[config.mk]
export PLATFORM = sky130hd
export DESIGN_NAME = leitor_7seg
export DESIGN_NICKNAME = d
export VERILOG_FILES = /design/src/rtl/leitor_7seg.sv
export SDC_FILE = /design/constraint.sdc
export NUM_CORES = 1
export LEC_CHECK = 0
export CORE_ASPECT_RATIO = 0.75
export CORE_MARGIN = 2
export CORE_UTILIZATION = 56
export DETAILED_ROUTE_END_ITERATION = 10
export GPL_TIMING_DRIVEN = 0
export PLACE_DENSITY = 0.78
export SLEW_MARGIN = 20
export SYNTH_ARGS = -nofsm -noshare
export SYNTH_HDL_FRONTEND = slang
export SYNTH_SLANG_ARGS = --single-unit
[constraint.sdc]
create_clock -name clk -period 2.5 [get_ports clk]
set_clock_uncertainty 0.1 [all_clocks]
set_input_delay 0.5 -clock clk [delete_from_list [all_inputs] [get_ports clk]]
set_output_delay 0.5 -clock clk [all_outputs]
set_load 0.05 [all_outputs]
[src/rtl/leitor_7seg.sv]
// Recovers unidade/dezena/estado values from a multiplexed 7-segment drive and hands out frames.
// Optional LEITOR_7SEG_ERRCNT_EN adds a saturating 8-bit illegal-glyph counter output err_cnt.
module leitor_7seg #(
  parameter int unsigned STABLE_CYCLES  = 4,
  parameter bit          SEG_ACTIVE_LOW = 1'b0
) (
  input  logic       clk,
  input  logic       rst_n,
  input  logic [6:0] seg_in,
  input  logic [2:0] dig_sel,
  output logic [3:0] unid_out,
  output logic [1:0] dez_out,
  output logic [1:0] estado_out,
  output logic       out_valid,
  input  logic       out_ready,
  output logic       glyph_err,
  output logic       overrun
`ifdef LEITOR_7SEG_ERRCNT_EN
  ,
  output logic [7:0] err_cnt
`endif
);

  localparam logic [1:0] ST_IDLE    = 2'd0;
  localparam logic [1:0] ST_SETTLE  = 2'd1;
  localparam logic [1:0] ST_CAPTURE = 2'd2;
  localparam logic [1:0] ST_HOLD    = 2'd3;
  localparam logic [7:0] STABLE_N   = 8'(STABLE_CYCLES);

  // {legal-pattern, value}; legality per digit position is applied separately
  function automatic logic [4:0] glyph_decode(input logic [6:0] g);
    case (g)
      7'h3F:   return 5'h10;
      7'h06:   return 5'h11;
      7'h5B:   return 5'h12;
      7'h4F:   return 5'h13;
      7'h66:   return 5'h14;
      7'h6D:   return 5'h15;
      7'h7D:   return 5'h16;
      7'h07:   return 5'h17;
      7'h7F:   return 5'h18;
      7'h6F:   return 5'h19;
      default: return 5'h00;
    endcase
  endfunction

  logic [6:0] seg_norm;
  logic [6:0] seg_q, held_seg_q, held_seg_d;
  logic [2:0] sel_q, held_sel_q, held_sel_d;
  logic [7:0] cnt_q, cnt_d;
  logic [1:0] state_q, state_d;
  logic [2:0] mask_q, mask_d;
  logic [3:0] unid_q, unid_d, ounid_q, ounid_d;
  logic [1:0] dez_q, dez_d, odez_q, odez_d;
  logic [1:0] est_q, est_d, oest_q, oest_d;
  logic       valid_q, valid_d, gerr_q, gerr_d, ovr_q, ovr_d;
  logic       sel_onehot, same_glyph, start_run, cap_en, cap_legal, cap_ok;
  logic       frame_full, frame_load;
  logic [4:0] dec;

  assign seg_norm = SEG_ACTIVE_LOW ? ~seg_in : seg_in;

  // Glyph tracking. A change seen in CAPTURE or HOLD restarts the run on the same
  // cycle, so every run of identical samples is timed the same way.
  always_comb begin
    sel_onehot = (sel_q == 3'b001) || (sel_q == 3'b010) || (sel_q == 3'b100);
    same_glyph = (seg_q == held_seg_q) && (sel_q == held_sel_q);
    state_d    = state_q;
    cnt_d      = cnt_q;
    held_seg_d = held_seg_q;
    held_sel_d = held_sel_q;
    start_run  = 1'b0;
    cap_en     = 1'b0;
    case (state_q)
      ST_IDLE:   start_run = 1'b1;
      ST_SETTLE: begin
        if (same_glyph) begin
          cnt_d = cnt_q + 8'd1;
          if (cnt_d >= STABLE_N) state_d = ST_CAPTURE;
        end else begin
          start_run = 1'b1;
        end
      end
      ST_CAPTURE: begin
        cap_en = 1'b1;
        if (same_glyph) state_d = ST_HOLD;
        else            start_run = 1'b1;
      end
      default: if (!same_glyph) start_run = 1'b1;
    endcase
    if (start_run) begin
      if (sel_onehot) begin
        held_seg_d = seg_q;
        held_sel_d = sel_q;
        cnt_d      = 8'd1;
        state_d    = (STABLE_N <= 8'd1) ? ST_CAPTURE : ST_SETTLE;
      end else begin
        state_d = ST_IDLE;
      end
    end
  end

  always_comb begin
    dec        = glyph_decode(held_seg_q);
    cap_legal  = dec[4] && (held_sel_q[0] || (dec[3:0] <= 4'd3));
    cap_ok     = cap_en && cap_legal;
    gerr_d     = cap_en && !cap_legal;
    frame_full = &mask_q;
    frame_load = frame_full && (!valid_q || out_ready);
    mask_d     = (frame_full ? 3'b000 : mask_q) | (cap_ok ? held_sel_q : 3'b000);
    unid_d     = (cap_ok && held_sel_q[0]) ? dec[3:0] : unid_q;
    dez_d      = (cap_ok && held_sel_q[1]) ? dec[1:0] : dez_q;
    est_d      = (cap_ok && held_sel_q[2]) ? dec[1:0] : est_q;
    ounid_d    = frame_load ? unid_q : ounid_q;
    odez_d     = frame_load ? dez_q  : odez_q;
    oest_d     = frame_load ? est_q  : oest_q;
    valid_d    = frame_load ? 1'b1 : (valid_q && !out_ready);
    ovr_d      = ovr_q || (frame_full && valid_q && !out_ready);
  end

  always_ff @(posedge clk or negedge rst_n) begin
    if (!rst_n) begin
      seg_q      <= '0;
      sel_q      <= '0;
      held_seg_q <= '0;
      held_sel_q <= '0;
      cnt_q      <= '0;
      state_q    <= ST_IDLE;
      mask_q     <= '0;
      unid_q     <= '0;
      dez_q      <= '0;
      est_q      <= '0;
      ounid_q    <= '0;
      odez_q     <= '0;
      oest_q     <= '0;
      valid_q    <= 1'b0;
      gerr_q     <= 1'b0;
      ovr_q      <= 1'b0;
    end else begin
      seg_q      <= seg_norm;
      sel_q      <= dig_sel;
      held_seg_q <= held_seg_d;
      held_sel_q <= held_sel_d;
      cnt_q      <= cnt_d;
      state_q    <= state_d;
      mask_q     <= mask_d;
      unid_q     <= unid_d;
      dez_q      <= dez_d;
      est_q      <= est_d;
      ounid_q    <= ounid_d;
      odez_q     <= odez_d;
      oest_q     <= oest_d;
      valid_q    <= valid_d;
      gerr_q     <= gerr_d;
      ovr_q      <= ovr_d;
    end
  end

  assign unid_out   = ounid_q;
  assign dez_out    = odez_q;
  assign estado_out = oest_q;
  assign out_valid  = valid_q;
  assign glyph_err  = gerr_q;
  assign overrun    = ovr_q;

`ifdef LEITOR_7SEG_ERRCNT_EN
  logic [7:0] ecnt_q;

  always_ff @(posedge clk or negedge rst_n) begin
    if (!rst_n)                        ecnt_q <= '0;
    else if (gerr_d && ecnt_q != 8'hFF) ecnt_q <= ecnt_q + 8'd1;
  end

  assign err_cnt = ecnt_q;
`endif

endmodule

==> flow_metrics.py <==
metrics = {
    "sta": {
        "rsz0062_at_grt": "no",
        "max_freq_mhz": 440,
        "min_period_ns": 2.27,
        "setup_ws_ns": 0.227,
        "slew_viol_final": 0,
        "worstMarginPinSlew_ns": 0.627,
        "setup_viol": 0,
        "final_hold_viol_count": 0,
        "slew_headroom": 0.582,
        "period_share": 0.909,
    },
    "yosys": {
        "synth_top_family_by_area": "simple AND/OR/NAND/NOR gates",
        "ys_types": 50,
        "yosys_warnings": 0,
        "syn_area_um2": 2510,
        "yosys.area.top_type": "dfrtp_1",
        "synth-edff-count": 0,
        "synth.area.top_cells": "dfrtp_1 (52%), mux2_2 (9.9%), xnor2_1 (5.9%)",
        "syn_inst": 209,
        "synth_top_area_share": 0.519,
        "synth.most_common_cell": "dfrtp_1",
        "ys.flop_type": "dfrtp_1",
        "syn_area_per_cell_um2": 12.0,
        "synthXorXnorAreaFrac": 0.0729,
        "ys_seq_area_frac": 0.519,
        "synthAdderAreaFrac": 0.00998,
        "synth-simple-area-share": 0.174,
        "synthMuxAreaShare": 0.121,
        "ys_async_sr_fraction": 1.00,
        "yosys_register_bits": 52,
        "syn_nets": 224,
        "synth_compound_area_frac": 0.0753,
        "synthTopCellsByCount": "dfrtp_1 (52), mux2_2 (22), xnor2_1 (17), nand2_1 (14), nor2_1 (13)",
    },
    "floorplanning": {
        "die-area_um2": 5030,
        "die_w_um": 81.3,
        "fp.dieH_um": 62.0,
        "io_pins": 24,
        "row_count": 21,
        "core_area_um2": 4390,
        "start_util": 0.571,
    },
    "flow_run": {
        "max_cap_violations": 0,
    },
    "placed_design": {
        "dpl_cell_area_um2": 2810,
        "dp_hpwl_um": 2970,
        "pre_cts_ws_ns": 0.226,
        "io_buffers": 23,
        "globalplace.congestion": 0.824,
    },
    "setup_path": {
        "crit_path_start_kind": "flip-flop",
        "worstPathArrival_ns": 2.36,
        "crit_path_end_kind": "flip-flop",
        "required_ns": 2.59,
        "critPathKind": "flip-flop to flip-flop",
        "cp_max_fo": 10,
    },
    "power_and_ir_drop": {
        "switching_share": 0.260,
        "p_total_mw": 1.75,
        "p_int_mw": 1.29,
        "power.share.clock": 0.327,
        "pwr-share-comb": 0.156,
        "vdd_drop_max_uv": 502,
        "powerDensity_nw_per_um2": 599,
        "power_leakage_nw": 1.22,
        "p_sw_mw": 0.455,
        "p_seq_frac": 0.517,
    },
    "clocking": {
        "cts.clk_slew.worst_paths_ns": 0.09,
        "cts_root_buffer": "clkbuf_8",
        "h-tree-depth": 2,
        "hold_buffers": 0,
        "clock_path_buffers": 2,
        "clk_latency_ns": 0.31,
        "tritoncts": "built",
        "cts_sinks": 52,
        "postCtsSetupRepairBufs": 0,
        "numCtsBuffers": 5,
        "cts_resized": 0,
    },
    "layout": {
        "antenna_cells": 0,
        "fill_cells": 321,
        "multiInputGateArea_um2": 1130,
        "post-route-cell-area_um2": 2920,
        "nets": 254,
        "syn_to_final_growth_pct": 16.4,
        "drive_above_1_share": 0.213,
        "seqCellArea_um2": 1300,
    },
    "global_routing": {
        "grt_util_all_layers": 0.192,
        "grt_max_degree": 53,
        "antenna_found_initial": 0,
        "grt_pass1_wl_um": 7180,
        "grt_pass1_vias": 1507,
        "grt-ovfl-total": 0,
    },
    "run_status": {
        "status": "completed",
    },
    "routing": {
        "avgViaCountPerCell": 5.56,
        "wl_per_cell_um": 14.4,
        "drt_iter0_markers": 111,
        "route.vias.total": 1651,
        "drt_drc_violations_left": 0,
        "ant_nets": 0,
        "drt_pre_antenna_iters": 4,
        "drt_wl_total_um": 4290,
    },
    "hold_path": {
        "hp-class": "input pin to asynchronous set/reset pin",
    },
}
[path summary, 6_finish.rpt]
| check | start | end | slack [ns] | cells past startpoint |
|---|---|---|---|---|
| hold / removal | rst_n | cnt_q[5] | 0.11 | 1 |
| setup reg to reg | held_seg_q[0] | held_seg_q[2] | 0.23 | 7 |
| hold reg to reg | overrun | overrun | 0.41 | 1 |
| max in group asynchronous | rst_n | estado_out[0] | 1.77 | 1 |
| setup / recovery | held_seg_q[0] | held_seg_q[2] | 0.23 | 7 |
| min in group clk | overrun | overrun | 0.41 | 1 |
[worst max-delay path, cell delays in order (launching register included)]
cell and delay, ns:
dfrtp_1 0.36, buf_2 0.17, xnor2_1 0.19, nand4_2 0.31, nor4_4 0.36, nor2_2 0.17
buf_6 0.21, mux2_4 0.29
[power groups by stage]
stage          Combinational [mW]  Clock (mW)  Sequential [mW]
2_1_floorplan               0.204           0            0.913
3_3_place_gp                0.269           0            0.919
3_5_place_dp                0.272           0            0.921
4_1_cts                     0.274       0.586            0.904
5_1_grt                     0.299       0.618            0.909
6_report                    0.272       0.573            0.904
[stage by stage]
step | cells | setup TNS (ns) | hold WS [ns] | utilization
floorplan | 209 | 0 | 0.104 | -
global placement | 289 | -35.82 | 0.360 | 0.640
detailed placement | 289 | 0 | 0.394 | 0.640
CTS | 297 | 0 | 0.134 | 0.665
global route | 297 | 0 | 0.163 | 0.665
finish | 297 | 0 | 0.113 | 0.665
[flip-flops by register name (all words and copies together), names as in the netlist]
name,cells
dez_out,2
held_seg_q,7
seg_q,7
unid_out,4
cnt_q,8
mask_q,3
out_valid,1
est_q,2
overrun,1
estado_out,2
dez_q,2
unid_q,4
sel_q,3
state_q,2
glyph_err,1
held_sel_q,3
[logic make-up after synthesis]
group | count (synthesis)
AOI/OAI and AO/OA | 27
xor gates and xnor gates | 20
adders and majority gates | 2
buffers and inverters | 10
DFF | 52
muxes | 26
and+or+nand+nor | 72
[cells in the final DEF (no fill, tap or decap), types with 2 or more instances in the layout]
cell type	netlist	final
or3_1	2	2
nor2b_1	4	4
nand2b_1	5	5
a21o_1	3	3
nor2_1	13	13
a211oi_1	2	2
ha_1	2	2
nor4_1	9	9
dfrtp_1	52	52
buf_6	4	4
clkbuf_1	2	2
nand4_1	2	2
a21oi_1	4	4
nand3_1	5	5
clkdlybuf4s50_1	0	22
mux2_2	22	22
xnor2_1	17	17
buf_2	3	3
clkbuf_8	0	5
o32ai_1	2	2
nor3_1	5	5
o21ai_0	5	5
mux2_4	3	3
nand2_1	14	14
xor2_1	2	2
[cell type report]
| cell class | count | area share |
|---|---|---|
| repair buffers | 23 | 0.0780 |
| inverters | 1 | 0.00129 |
| clock inverters | 3 | 0.0146 |
| clock buffers | 5 | 0.0236 |
| well taps | 57 | 0.0244 |
| multi-input cells | 147 | 0.389 |
| flip-flops and latches | 52 | 0.446 |
| plain buffers | 9 | 0.0232 |
[per-layer routing]
metal | routed length [um] | GRT usage | vias to the layer above
li1 | - | - | 812
met1 | 2130 | 0.270 | 800
met2 | 1950 | 0.303 | 34
met3 | 163 | 0.0390 | 5
met4 | 45 | 0.0654 | 0
met5 | 0 | 0 | -
(Power assumes the default switching activity.)
